--- src/rtl/feature_row_mac.sv ---
// Feature-row dot-product stage: streams one feature row and the weight vector
// from memory, accumulates their products and hands one result per row downstream.
module feature_row_mac #(
  parameter int FEATURE_ROWS          = 6,
  parameter int FEATURE_COLS          = 96,
  parameter int DATA_WIDTH            = 5,
  parameter int COUNTER_FEATURE_WIDTH = $clog2(FEATURE_ROWS),
  parameter int COUNTER_COL_WIDTH     = $clog2(FEATURE_COLS),
  parameter int ACC_WIDTH             = 2*DATA_WIDTH + $clog2(FEATURE_COLS)
) (
  input  logic                             clk,
  input  logic                             reset,
  input  logic                             start,
  input  logic [COUNTER_FEATURE_WIDTH-1:0] counter_feature,
  output logic                             enable_feature,
  output logic                             read_en,
  output logic [COUNTER_FEATURE_WIDTH-1:0] read_row,
  output logic [COUNTER_COL_WIDTH-1:0]     read_col,
  input  logic [DATA_WIDTH-1:0]            feature_data,
  input  logic [DATA_WIDTH-1:0]            weight_data,
  output logic                             out_valid,
  input  logic                             out_ready,
  output logic [ACC_WIDTH-1:0]             out_data,
  output logic [COUNTER_FEATURE_WIDTH-1:0] out_row,
  output logic                             busy,
  output logic                             done
);

  // Output handshake: a result transfers on any cycle where out_valid and
  // out_ready are both high; out_valid, out_data and out_row hold until then.
  typedef enum logic [2:0] {IDLE, READ, DRAIN, OUTPUT, DONE} state_t;

  state_t                           state;
  state_t                           state_next;
  logic                             rd_valid;
  logic [ACC_WIDTH-1:0]             acc;
  logic [ACC_WIDTH-1:0]             acc_next;
  logic [ACC_WIDTH-1:0]             product;
  logic [2*DATA_WIDTH-1:0]          mult;
  logic [COUNTER_FEATURE_WIDTH-1:0] row_cnt;
  logic                             last_col;
  logic                             last_row;
  logic                             handshake;

  assign mult      = feature_data * weight_data;
  assign product   = {{(ACC_WIDTH-2*DATA_WIDTH){1'b0}}, mult};
  assign acc_next  = rd_valid ? acc + product : acc;
  assign last_col  = (read_col == COUNTER_COL_WIDTH'(FEATURE_COLS-1));
  assign last_row  = (row_cnt == COUNTER_FEATURE_WIDTH'(FEATURE_ROWS-1));
  assign handshake = (state == OUTPUT) && out_ready;

  assign enable_feature = handshake;
  assign out_valid      = (state == OUTPUT);
  assign busy           = (state != IDLE);
  assign read_row       = counter_feature;

  always_comb begin
    state_next = state;
    case (state)
      IDLE:    if (start) state_next = READ;
      READ:    if (last_col) state_next = DRAIN;
      DRAIN:   state_next = OUTPUT;
      OUTPUT:  if (out_ready) state_next = last_row ? DONE : READ;
      DONE:    state_next = IDLE;
      default: state_next = IDLE;
    endcase
  end

  always_ff @(posedge clk) begin
    if (reset) begin
      state    <= IDLE;
      read_en  <= 1'b0;
      read_col <= '0;
      rd_valid <= 1'b0;
      acc      <= '0;
      row_cnt  <= '0;
      out_data <= '0;
      out_row  <= '0;
      done     <= 1'b0;
    end else begin
      state    <= state_next;
      rd_valid <= read_en;
      read_en  <= (state_next == READ);
      done     <= (state_next == DONE);
      case (state)
        IDLE: begin
          if (start) begin
            acc      <= '0;
            read_col <= '0;
            row_cnt  <= '0;
          end
        end
        READ: begin
          acc <= acc_next;
          if (!last_col) read_col <= read_col + 1'b1;
        end
        // The final element arrives here, one cycle behind its read strobe.
        DRAIN: begin
          acc      <= acc_next;
          out_data <= acc_next;
          out_row  <= row_cnt;
        end
        OUTPUT: begin
          if (out_ready) begin
            acc      <= '0;
            read_col <= '0;
            if (!last_row) row_cnt <= row_cnt + 1'b1;
          end
        end
        default: ;
      endcase
    end
  end

endmodule
--- config.mk ---
export PLATFORM = sky130hd
export DESIGN_NAME = feature_row_mac
export DESIGN_NICKNAME = d
export VERILOG_FILES = /design/src/rtl/feature_row_mac.sv
export SDC_FILE = /design/constraint.sdc
export NUM_CORES = 1
export LEC_CHECK = 0
export ABC_AREA = 0
export BUFFER_PORTS_ARGS = -buffer_cell sky130_fd_sc_hd__buf_2
export CELL_PAD_IN_SITES_DETAIL_PLACEMENT = 1
export CELL_PAD_IN_SITES_GLOBAL_PLACEMENT = 2
export CORE_UTILIZATION = 35
export CTS_BUF_LIST = sky130_fd_sc_hd__clkbuf_8 sky130_fd_sc_hd__clkbuf_16
export CTS_CLUSTER_SIZE = 30
export DETAILED_ROUTE_END_ITERATION = 8
export PLACE_DENSITY = 0.8
export SETUP_SLACK_MARGIN = 0.05
export SLEW_MARGIN = 30
export SYNTH_ARGS = -nofsm -noshare
export SYNTH_HDL_FRONTEND = slang
export SYNTH_SLANG_ARGS = --single-unit
--- constraint.sdc ---
create_clock -name clk -period 4.45 [get_ports clk]
set_input_delay 0.2225 -clock clk [delete_from_list [all_inputs] [get_ports clk]]
set_output_delay 0.2225 -clock clk [all_outputs]
set_load 0.005 [all_outputs]
==> results of run 1 <==
==> routing by layer <==
layer  wire length (um)  global-route usage (%)
met1               4860                    24.7
met5                  0                       0
met3                225                    2.16
met2               4960                    32.7
met4                 63                    4.53
==> flip-flops by register name (all words and copies together), names as in the netlist <==
signal / count
acc: 17
out_data: 17
read_col: 7
out_row: 3
row_cnt: 3
state: 3
done: 1
rd_valid: 1
read_en: 1
==> logic make-up (layout without fill, tap and decap cells) <==
group                    count (synthesis)  after routing  share of synthesized area (%)
XOR/XNOR                                 5              5                           1.17
buffers and inverters                   66             94                           7.20
AO/OA/AOI/OAI                          109            109                           21.4
AND/OR/NAND/NOR                        170            170                           23.7
multiplexers                             5              5                           1.34
flip-flops                              53             53                           28.4
adder cells (fa/ha/maj)                 40             40                           16.8
==> where the power goes <==
| part | switching [W] | total [W] | internal, W |
|---|---|---|---|
| combinational | 0.000170 | 0.000279 | 0.000109 |
| sequential | 0.0000131 | 0.000494 | 0.000481 |
| clock | 0.000180 | 0.000349 | 0.000169 |
==> cells in the final DEF (no fill, tap or decap), types with 7 or more instances in the layout <==
| cell | count |
|---|---|
| a21oi_1 | 20 |
| nor2_1 | 45 |
| inv_1 | 41 |
| o21ai_0 | 10 |
| dfxtp_1 | 52 |
| nand2_1 | 37 |
| nand3_1 | 14 |
| ha_1 | 23 |
| a211oi_1 | 21 |
| a21o_1 | 7 |
| fa_1 | 17 |
| o211ai_1 | 8 |
| and2_1 | 19 |
| nor3_1 | 7 |
| buf_2 | 45 |
==> worst reg2reg max path, stage by stage, from the launching register on <==
cell,delay [ns]
dfxtp_1,0.35
inv_1,0.10
fa_1,0.56
fa_1,0.45
fa_1,0.56
inv_1,0.05
ha_1,0.39
nor2b_1,0.30
o31a_1,0.35
o21a_1,0.34
o211ai_1,0.12
a311oi_1,0.26
==> layout make-up <==
type                            count  area [um^2]
Clock buffer                        5         68.8
Sequential cell                    53         1060
Timing Repair Buffer               45          225
Inverter                           41          154
Fill cell                        1274         6180
Clock inverter                      3         46.3
Tap cell                          136          170
Multi-Input combinational cell    329         2410
==> how the worst min path moves through the flow <==
stage | from | end | cells after the start | slack [ns]
floorplan | reset | acc[9]$_SDFFE_PP0P_ | 3 | 0.44
global placement | out_row[1]$_SDFFE_PP0P_ | out_row[1]$_SDFFE_PP0P_ | 2 | 0.44
detailed placement | counter_feature[2] | read_row[2] | 0 | 0.45
CTS | start | state[0]$_SDFF_PP0_ | 4 | 0.28
global route | start | state[0]$_SDFF_PP0_ | 4 | 0.32
finish | start | state[0]$_SDFF_PP0_ | 4 | 0.29
==> stage by stage <==
step           setup slack, ns  cells  hold slack, ns
6_report                 0.558    612           0.290
5_1_grt                  0.324    612           0.319
4_1_cts                  0.542    612           0.282
3_5_place_dp             0.435    604           0.445
3_3_place_gp             0.565    604           0.439
2_1_floorplan            0.830    448           0.436
==> run_results.csv, run 1 <==
group,metric,value,unit
status,run_status,"finished clean",
die,initial_utilization,36.2,%
logic_synthesis,synth_warnings,0,
cts,clkSlewWorstSetupHoldPaths,0.11,ns
critical_path,cp-startpoint,"acc[4]$_SDFFE_PP0P_",
critical_path,timing.critical_path.buf_inv,2,
cells_and_area,design.final.nets,532,
pwr,peakVddDrop,0.000158,V
critical_path,cpMaxStageDelayCell,"fa_1",
cts,post_cts_repair_setup_buffers,0,
grt,grt_pass1_vias,3315,
sta,max_slew_margin,41.3,%
pwr,ratio_of_total_power_to_cell_area,271,mW/mm^2
run,drv.max_cap_violation_count,0,
critical_path,timing.rr.start,"acc[4]$_SDFFE_PP0P_",
route,detail_route.drc_violations,0,
pwr,overall_power_consumption,0.00112,W
cells_and_area,flow.area_growth_from_synthesis,10.8,%
die,floorplan.core_area,0.0103,mm^2
critical_path,crit_path_max_incr_delay,0.56,ns
route,routed-via-count,3319,
critical_path,cpLargestDelayFamily,"adder cells",
sta,finalSetupTns,0,ns
grt,grt_first_pass_wirelength,16700,um
critical_path,worst_r2r_endpoint,"out_data[14]$_SDFFE_PP0P_",
critical_path,worstPathCellList,"inv_1 > fa_1 > fa_1 > fa_1 > inv_1 > ha_1 > nor2b_1 > o31a_1 > o21a_1 > o211ai_1 > a311oi_1",
critical_path,crit_required,4.69,ns
placement,hpwlAfterDp,7810,um
critical_path,path_depth,11,
cts,cts-htree-levels,2,
cells_and_area,layout.core_utilization,40.1,%
logic_synthesis,synth-async-reset-ratio,0,%
logic_synthesis,synth_enable_flop_cells,0,
grt,total_grt_overflow,0,
critical_path,critical_path.most_common_cell,"fa_1",
route,postRouteAntennaNets,0,
logic_synthesis,synthMostInstantiatedCell,"dfxtp_1",
route,via_per_inst,5.42,
cts,cts_hold_repair.buffers,0,
sta,post_route_clock_period_utilization,87.5,%
critical_path,timing.critical_path.to,"out_data[14]$_SDFFE_PP0P_",
logic_synthesis,yosys.area.top_type,"dfxtp_1",
cells_and_area,proportion_of_layout_cells_with_a_drive_suffix_above_1,13.9,%
logic_synthesis,ys_top_cells_by_area,"dfxtp_1, fa_1, ha_1",
route,first_pass_iters,4,
logic_synthesis,netlist_area,0.00374,mm^2
die,die-height,105,um
placement,detailed_place.area,0.00402,mm^2
logic_synthesis,yosysTopAreaCellShare,28.4,%
sta,timing_max_transition_violations_final,0,
sta,worst-slew-pin-transition,0.880,ns
grt,grt_util_all_layers,18.8,%
logic_synthesis,number_of_storage_elements_in_the_synthesis_netlist,53,
die,die_w,105,um
critical_path,reg2regPathDepth,11,
logic_synthesis,netlist_instances,448,
die,placement_rows,37,
sta,setup_violations,0,
sta,finalHoldViolations,0,
route,drt-initial-drc-count,122,
logic_synthesis,synth_fp_nets,505,
placement,gp_congestion,0.829,
die,io_pins,52,
cts,insertion_delay,0.33,ns
placement,port_buffers,45,
cells_and_area,final_area,0.00414,mm^2
cts,clk_path_buf_depth,2,
sta,grt_setup_unrepaired,"no",
route,routedWlPerCell,16.5,um
critical_path,setup.worst_path.class,"reg2reg",
min_path,hold_path.class,"in2reg",
route,route.final.wire_length,10100,um
critical_path,r2r_slack,0.56,ns
logic_synthesis,number_of_distinct_library_cells_after_synthesis,62,
critical_path,timing.critical_path.to_type,"flop",
cts,cts-buffers-inserted,5,
cts,cts_sinks,53,
sta,fin_crit,3.89,ns
logic_synthesis,synth_area_per_cell,8.35,um^2
grt,number_of_antenna_violations_at_the_first_check_in_global_routing,0,
logic_synthesis,synth_seq_area_share,28.4,%
logic_synthesis,synth_flop_cell,"dfxtp_1",
critical_path,timing.critical_path.fanout_max,7,
critical_path,worstSetupStartpointType,"flop",
logic_synthesis,synth_common_cells,"dfxtp_1, nor2_1, inv_1",
cts,post_cts_resized,0,
critical_path,critPathArrivalTime,4.13,ns
die,die_area,0.0111,mm^2
cells_and_area,antenna_cells_inserted,0,
grt,grt_start_max_net_pins,44,
cts,cts_tree,"done",
pwr,power.leakage,1.70,nW
cts,cts-root-buf,"clkbuf_8",
sta,clock_skew,0.0124,ns
sta,maxClockFrequency,257,MHz
Power figures use the tool's default switching activity.
==> run 2: changes to the inputs <==
--- a/config.mk
+++ b/config.mk
@@ -13,7 +13,7 @@
 export CTS_BUF_LIST = sky130_fd_sc_hd__clkbuf_8 sky130_fd_sc_hd__clkbuf_16
 export CTS_CLUSTER_SIZE = 30
 export DETAILED_ROUTE_END_ITERATION = 8
-export PLACE_DENSITY = 0.8
+export PLACE_DENSITY = 0.79
 export SETUP_SLACK_MARGIN = 0.05
 export SLEW_MARGIN = 30
 export SYNTH_ARGS = -nofsm -noshare
==> run_results.csv, run 2 (synthesis results as in run 1) <==
group,metric,value,unit
cells_and_area,design.final.nets,532,
pwr,clockPowerShare,26.8,%
critical_path,crit_required,4.68,ns
critical_path,timing.critical_path.fanout_max,7,
cells_and_area,final_cell_mix,"dfxtp_1, nor2_1, buf_2",
critical_path,timing.rr.start,"acc[4]$_SDFFE_PP0P_",
route,postRouteAntennaNets,0,
critical_path,worstPathCellList,"inv_1 > fa_1 > fa_1 > fa_1 > inv_1 > ha_1 > nor2b_1 > o31a_1 > o21a_1 > o211ai_1 > a311oi_1",
critical_path,cpLargestDelayFamily,"adder cells",
cts,post_cts_repair_setup_buffers,0,
sta,clock_skew,0.00808,ns
placement,hpwlAfterDp,7620,um
grt,grt_util_all_layers,18.7,%
min_path,hold_path.class,"in2reg",
route,via_per_inst,5.34,
pwr,p_sw_share,33.4,%
critical_path,critical_path.most_common_cell,"fa_1",
critical_path,reg2regPathDepth,11,
die,initial_utilization,36.2,%
critical_path,timing.critical_path.buf_inv,2,
cts,insertion_delay,0.32,ns
cts,clk_path_buf_depth,2,
die,placement_rows,37,
route,first_pass_iters,4,
min_path,hp-start,"start",
cells_and_area,final_common_cell,"dfxtp_1",
sta,fin_crit,3.84,ns
sta,post_route_clock_period_utilization,86.2,%
die,die_area,0.0111,mm^2
sta,worst-slew-pin-transition,0.851,ns
cts,cts_sinks,53,
grt,total_grt_overflow,0,
grt,grt_pass1_vias,3365,
route,drt-initial-drc-count,102,
route,detail_route.drc_violations,0,
pwr,p_seq_share,47.1,%
pwr,total_switching_power,0.000350,W
grt,grt_first_pass_wirelength,16500,um
critical_path,timing.critical_path.to_type,"flop",
cts,clkSlewWorstSetupHoldPaths,0.10,ns
cts,cts-buffers-inserted,5,
placement,gp_congestion,0.824,
critical_path,crit_path_max_incr_delay,0.56,ns
critical_path,critPathArrivalTime,4.07,ns
cts,cts-root-buf,"clkbuf_8",
die,floorplan.core_area,0.0103,mm^2
sta,finalSetupTns,0,ns
die,die_w,105,um
critical_path,worst_r2r_endpoint,"out_data[16]$_SDFFE_PP0P_",
placement,detailedPlace.worstSlack,0.475,ns
die,die-height,105,um
grt,grt_start_max_net_pins,44,
pwr,power.leakage,1.69,nW
min_path,timing.hold.worst_endpoint,"state[0]$_SDFF_PP0_",
cells_and_area,final.fill_count,1259,
run,drv.max_cap_violation_count,0,
grt,number_of_antenna_violations_at_the_first_check_in_global_routing,0,
sta,finalHoldViolations,0,
status,run_status,"finished clean",
pwr,combinationalPowerShare,26.1,%
cts,cts-htree-levels,2,
pwr,ratio_of_total_power_to_cell_area,255,mW/mm^2
sta,max_slew_margin,43.3,%
cells_and_area,largestRegisters,"acc: 17 flops, out_data: 17 flops, read_col: 7 flops",
cts,post_cts_resized,0,
cells_and_area,layout.core_utilization,39.8,%
min_path,min_path_cells,4,
placement,port_buffers,45,
sta,timing_max_transition_violations_final,0,
route,routedWlPerCell,16.2,um
route,route.final.wire_length,9930,um
critical_path,worstSetupStartpointType,"flop",
sta,setup_slack,0.613,ns
sta,maxClockFrequency,261,MHz
cells_and_area,flow.area_growth_from_synthesis,10.0,%
critical_path,r2r_slack,0.61,ns
sta,setup_violations,0,
critical_path,cpMaxStageDelayCell,"fa_1",
cts,cts_hold_repair.buffers,0,
sta,grt_setup_unrepaired,"no",
cells_and_area,antenna_cells_inserted,0,
route,routed-via-count,3267,
pwr,peakVddDrop,0.0000998,V
cells_and_area,proportion_of_layout_cells_with_a_drive_suffix_above_1,13.9,%
critical_path,setup.worst_path.class,"reg2reg",
die,io_pins,52,
cts,cts_tree,"done",
pwr,intPower,0.000697,W
run 2: cell types whose count changed in the layout (fill, tap and decap cells not counted), sizes merged:
cell | previous run | this run
bufinv | 1 | 0
clkinv | 1 | 2
run 2: through the flow:
stage	power (W)	hold WS [ns]	area, um^2	instances
2_1_floorplan	0.000712	0.436	3740	448
3_3_place_gp	0.000773	0.438	4020	604
4_1_cts	0.00107	0.291	4110	612
5_1_grt	0.00112	0.323	4110	612
6_report	0.00105	0.313	4110	612
3_5_place_dp	0.000781	0.445	4020	604
run 2: routing by layer:
layer	share of wire [%]	track usage (%)
met5	0	0
met4	1.8	6.64
met1	48	24.4
met3	2.3	2.35
met2	48	31.7
run 2: layout make-up:
| class | instances | area [um^2] | area share (%) |
|---|---|---|---|
| sequential | 53 | 1060 | 25.8 |
| inverter | 41 | 154 | 3.74 |
| tap | 136 | 170 | 4.14 |
| clock inverter | 3 | 17.5 | 0.426 |
| clock buffer | 5 | 68.8 | 1.67 |
| timing repair buffer | 45 | 225 | 5.48 |
| multi-input combinational | 329 | 2410 | 58.7 |
run 2: worst reg2reg max path: cells and delay by family (launching register included):
| family | cells | cell delay [ns] |
|---|---|---|
| AO/OA/AOI/OAI | 4 | 1.08 |
| adder cells (fa/ha/maj) | 4 | 1.91 |
| flip-flops | 1 | 0.34 |
| AND/OR/NAND/NOR | 1 | 0.29 |
| buffers and inverters | 2 | 0.14 |
run 2: worst max-delay path by stage:
| stage | start | endpoint | cells after the start |
|---|---|---|---|
| after CTS | acc[4]$_SDFFE_PP0P_ | out_data[16]$_SDFFE_PP0P_ | 11 |
| after floorplan | feature_data[2] | out_data[11]$_SDFFE_PP0P_ | 12 |
| after global routing | acc[4]$_SDFFE_PP0P_ | out_data[16]$_SDFFE_PP0P_ | 11 |
| final | acc[4]$_SDFFE_PP0P_ | out_data[16]$_SDFFE_PP0P_ | 11 |
| after detailed placement | feature_data[2] | out_data[11]$_SDFFE_PP0P_ | 13 |
| after global placement | feature_data[0] | out_data[6]$_SDFFE_PP0P_ | 12 |
run 2: power by group through the flow:
stage	Clock (W)	Combinational, W	Sequential [W]
after floorplan	0	0.000216	0.000496
after global placement	0	0.000268	0.000505
after detailed placement	0	0.000276	0.000505
after CTS	0.000296	0.000278	0.000494
after global routing	0.000311	0.000311	0.000496
final	0.000280	0.000273	0.000494
==> run 3: changes to the inputs <==
--- a/config.mk
+++ b/config.mk
@@ -9,11 +9,11 @@
 export BUFFER_PORTS_ARGS = -buffer_cell sky130_fd_sc_hd__buf_2
 export CELL_PAD_IN_SITES_DETAIL_PLACEMENT = 1
 export CELL_PAD_IN_SITES_GLOBAL_PLACEMENT = 2
-export CORE_UTILIZATION = 35
+export CORE_UTILIZATION = 37
 export CTS_BUF_LIST = sky130_fd_sc_hd__clkbuf_8 sky130_fd_sc_hd__clkbuf_16
 export CTS_CLUSTER_SIZE = 30
 export DETAILED_ROUTE_END_ITERATION = 8
-export PLACE_DENSITY = 0.79
+export PLACE_DENSITY = 0.83
 export SETUP_SLACK_MARGIN = 0.05
 export SLEW_MARGIN = 30
 export SYNTH_ARGS = -nofsm -noshare
==> constraint.sdc (replaced) <==
create_clock -name clk -period 4.6 [get_ports clk]
set_input_delay 0.23 -clock clk [delete_from_list [all_inputs] [get_ports clk]]
set_output_delay 0.23 -clock clk [all_outputs]
set_load 0.005 [all_outputs]
==> run_results.csv, run 3 (synthesis results as in run 1) <==
group,metric,value,unit
cts,cts-root-buf,"clkbuf_8",
die,initial_utilization,38.2,%
min_path,hp-start,"start",
grt,grt_util_all_layers,19.8,%
cells_and_area,antenna_cells_inserted,0,
sta,finalSetupTns,0,ns
cts,cts_hold_repair.buffers,0,
placement,detailedPlace.worstSlack,0.609,ns
sta,clock_skew,0.00550,ns
run,drv.max_cap_violation_count,0,
sta,max_slew_margin,40.5,%
critical_path,worstPathCellList,"inv_1 > fa_1 > fa_1 > fa_1 > inv_1 > ha_1 > nor2b_1 > o31a_1 > o31ai_1 > xor2_1 > o21ai_0",
cells_and_area,layout.core_utilization,42.2,%
cells_and_area,proportion_of_layout_cells_with_a_drive_suffix_above_1,13.4,%
status,run_status,"finished clean",
pwr,ratio_of_total_power_to_cell_area,258,mW/mm^2
critical_path,crit_path_max_incr_delay,0.56,ns
die,placement_rows,36,
route,route.final.wire_length,9850,um
cts,cts-buffers-inserted,5,
grt,total_grt_overflow,0,
sta,worst-slew-pin-transition,0.886,ns
cts,insertion_delay,0.31,ns
cells_and_area,flow.area_growth_from_synthesis,10.4,%
min_path,hold_path.class,"in2reg",
sta,fin_hold_ws,0.307,ns
sta,grt_setup_unrepaired,"no",
cells_and_area,largestRegisters,"acc: 17 flops, out_data: 17 flops, read_col: 7 flops",
critical_path,worstSetupStartpointType,"flop",
critical_path,r2r_slack,0.80,ns
critical_path,cpLargestDelayFamily,"adder cells",
critical_path,cp-startpoint,"acc[4]$_SDFFE_PP0P_",
cts,post_cts_resized,0,
placement,port_buffers,45,
critical_path,setup.worst_path.class,"reg2reg",
pwr,peakVddDrop,0.000115,V
critical_path,timing.critical_path.buf_inv,2,
critical_path,timing.critical_path.fanout_max,7,
placement,gp_congestion,0.819,
route,routedWlPerCell,16.2,um
cts,cts_tree,"done",
grt,number_of_antenna_violations_at_the_first_check_in_global_routing,0,
critical_path,crit_required,4.80,ns
grt,grt_start_max_net_pins,44,
critical_path,timing.critical_path.to_type,"flop",
critical_path,timing.rr.start,"acc[4]$_SDFFE_PP0P_",
placement,detailed_place.area,0.00402,mm^2
route,routed-via-count,3305,
die,floorplan.core_area,0.00977,mm^2
die,die-height,103,um
cells_and_area,design.final.nets,532,
cts,cts_sinks,53,
die,die_area,0.0105,mm^2
cts,clk_path_buf_depth,2,
placement,hpwlAfterDp,7580,um
sta,maxClockFrequency,263,MHz
cts,cts-htree-levels,2,
grt,grt_pass1_vias,3321,
sta,finalHoldViolations,0,
route,drt-initial-drc-count,106,
sta,timing_max_transition_violations_final,0,
cts,clkSlewWorstSetupHoldPaths,0.10,ns
die,die_w,103,um
route,postRouteAntennaNets,0,
cells_and_area,final_common_cell,"dfxtp_1",
pwr,power.leakage,1.70,nW
critical_path,cpMaxStageDelayCell,"fa_1",
sta,post_route_clock_period_utilization,82.6,%
critical_path,critical_path.most_common_cell,"fa_1",
cts,post_cts_repair_setup_buffers,0,
sta,fin_crit,3.80,ns
route,via_per_inst,5.43,
critical_path,critPathArrivalTime,4.00,ns
sta,setup_slack,0.801,ns
route,first_pass_iters,4,
die,io_pins,52,
grt,grt_first_pass_wirelength,16300,um
sta,setup_violations,0,
cells_and_area,final_cell_mix,"dfxtp_1, nor2_1, buf_2",
cells_and_area,final_area,0.00413,mm^2
route,detail_route.drc_violations,0,
## run 3: cell types whose count changed in the layout (fill, tap and decap cells not counted), sizes merged
cell,before,now
clkinv,2,1
bufinv,0,1
inv,41,42
clkinvlp,1,0
## run 3: cell type report
cell class | count | area (um^2)
clock buffer | 5 | 68.8
clock inverter | 3 | 42.5
fill | 1213 | 5650
inverter | 41 | 154
multi-input combinational | 329 | 2410
sequential | 53 | 1060
tap | 133 | 166
timing repair buffer | 45 | 225
## run 3: tightest hold or removal path: cells and delay by family
family                 cells  cell delay, ns
AOI/OAI and AO/OA          2            0.19
buffers and inverters      1            0.11
and+or+nand+nor            1            0.07
## run 3: per-layer routing
layer / vias to the layer above / routed length [um] / track usage [%] / part of all wire, %
li1: 1642 / - / - / -
met1: 1613 / 4720 / 25.9 / 48
met2: 40 / 4780 / 34.3 / 49
met3: 10 / 209 / 2.37 / 2.1
met4: 0 / 133 / 5.82 / 1.4
met5: - / 0 / 0 / 0
## run 3: final timing paths
kind,cells past startpoint,to
max,11,acc[10]$_SDFFE_PP0P_
min,4,state[0]$_SDFF_PP0_
max reg2reg,11,acc[10]$_SDFFE_PP0P_
min reg2reg,2,out_row[2]$_SDFFE_PP0P_
## run 3: stage by stage
stage | std cells | total power (W)
finish | 609 | 0.00107
CTS | 609 | 0.00108
floorplan | 448 | 0.000689
global placement | 601 | 0.000747
global route | 609 | 0.00114
detailed placement | 601 | 0.000756
## run 3: where the power goes
| part | switching, W | internal (W) |
|---|---|---|
| sequential | 0.0000126 | 0.000465 |
| clock | 0.000162 | 0.000161 |
| combinational | 0.000161 | 0.000104 |
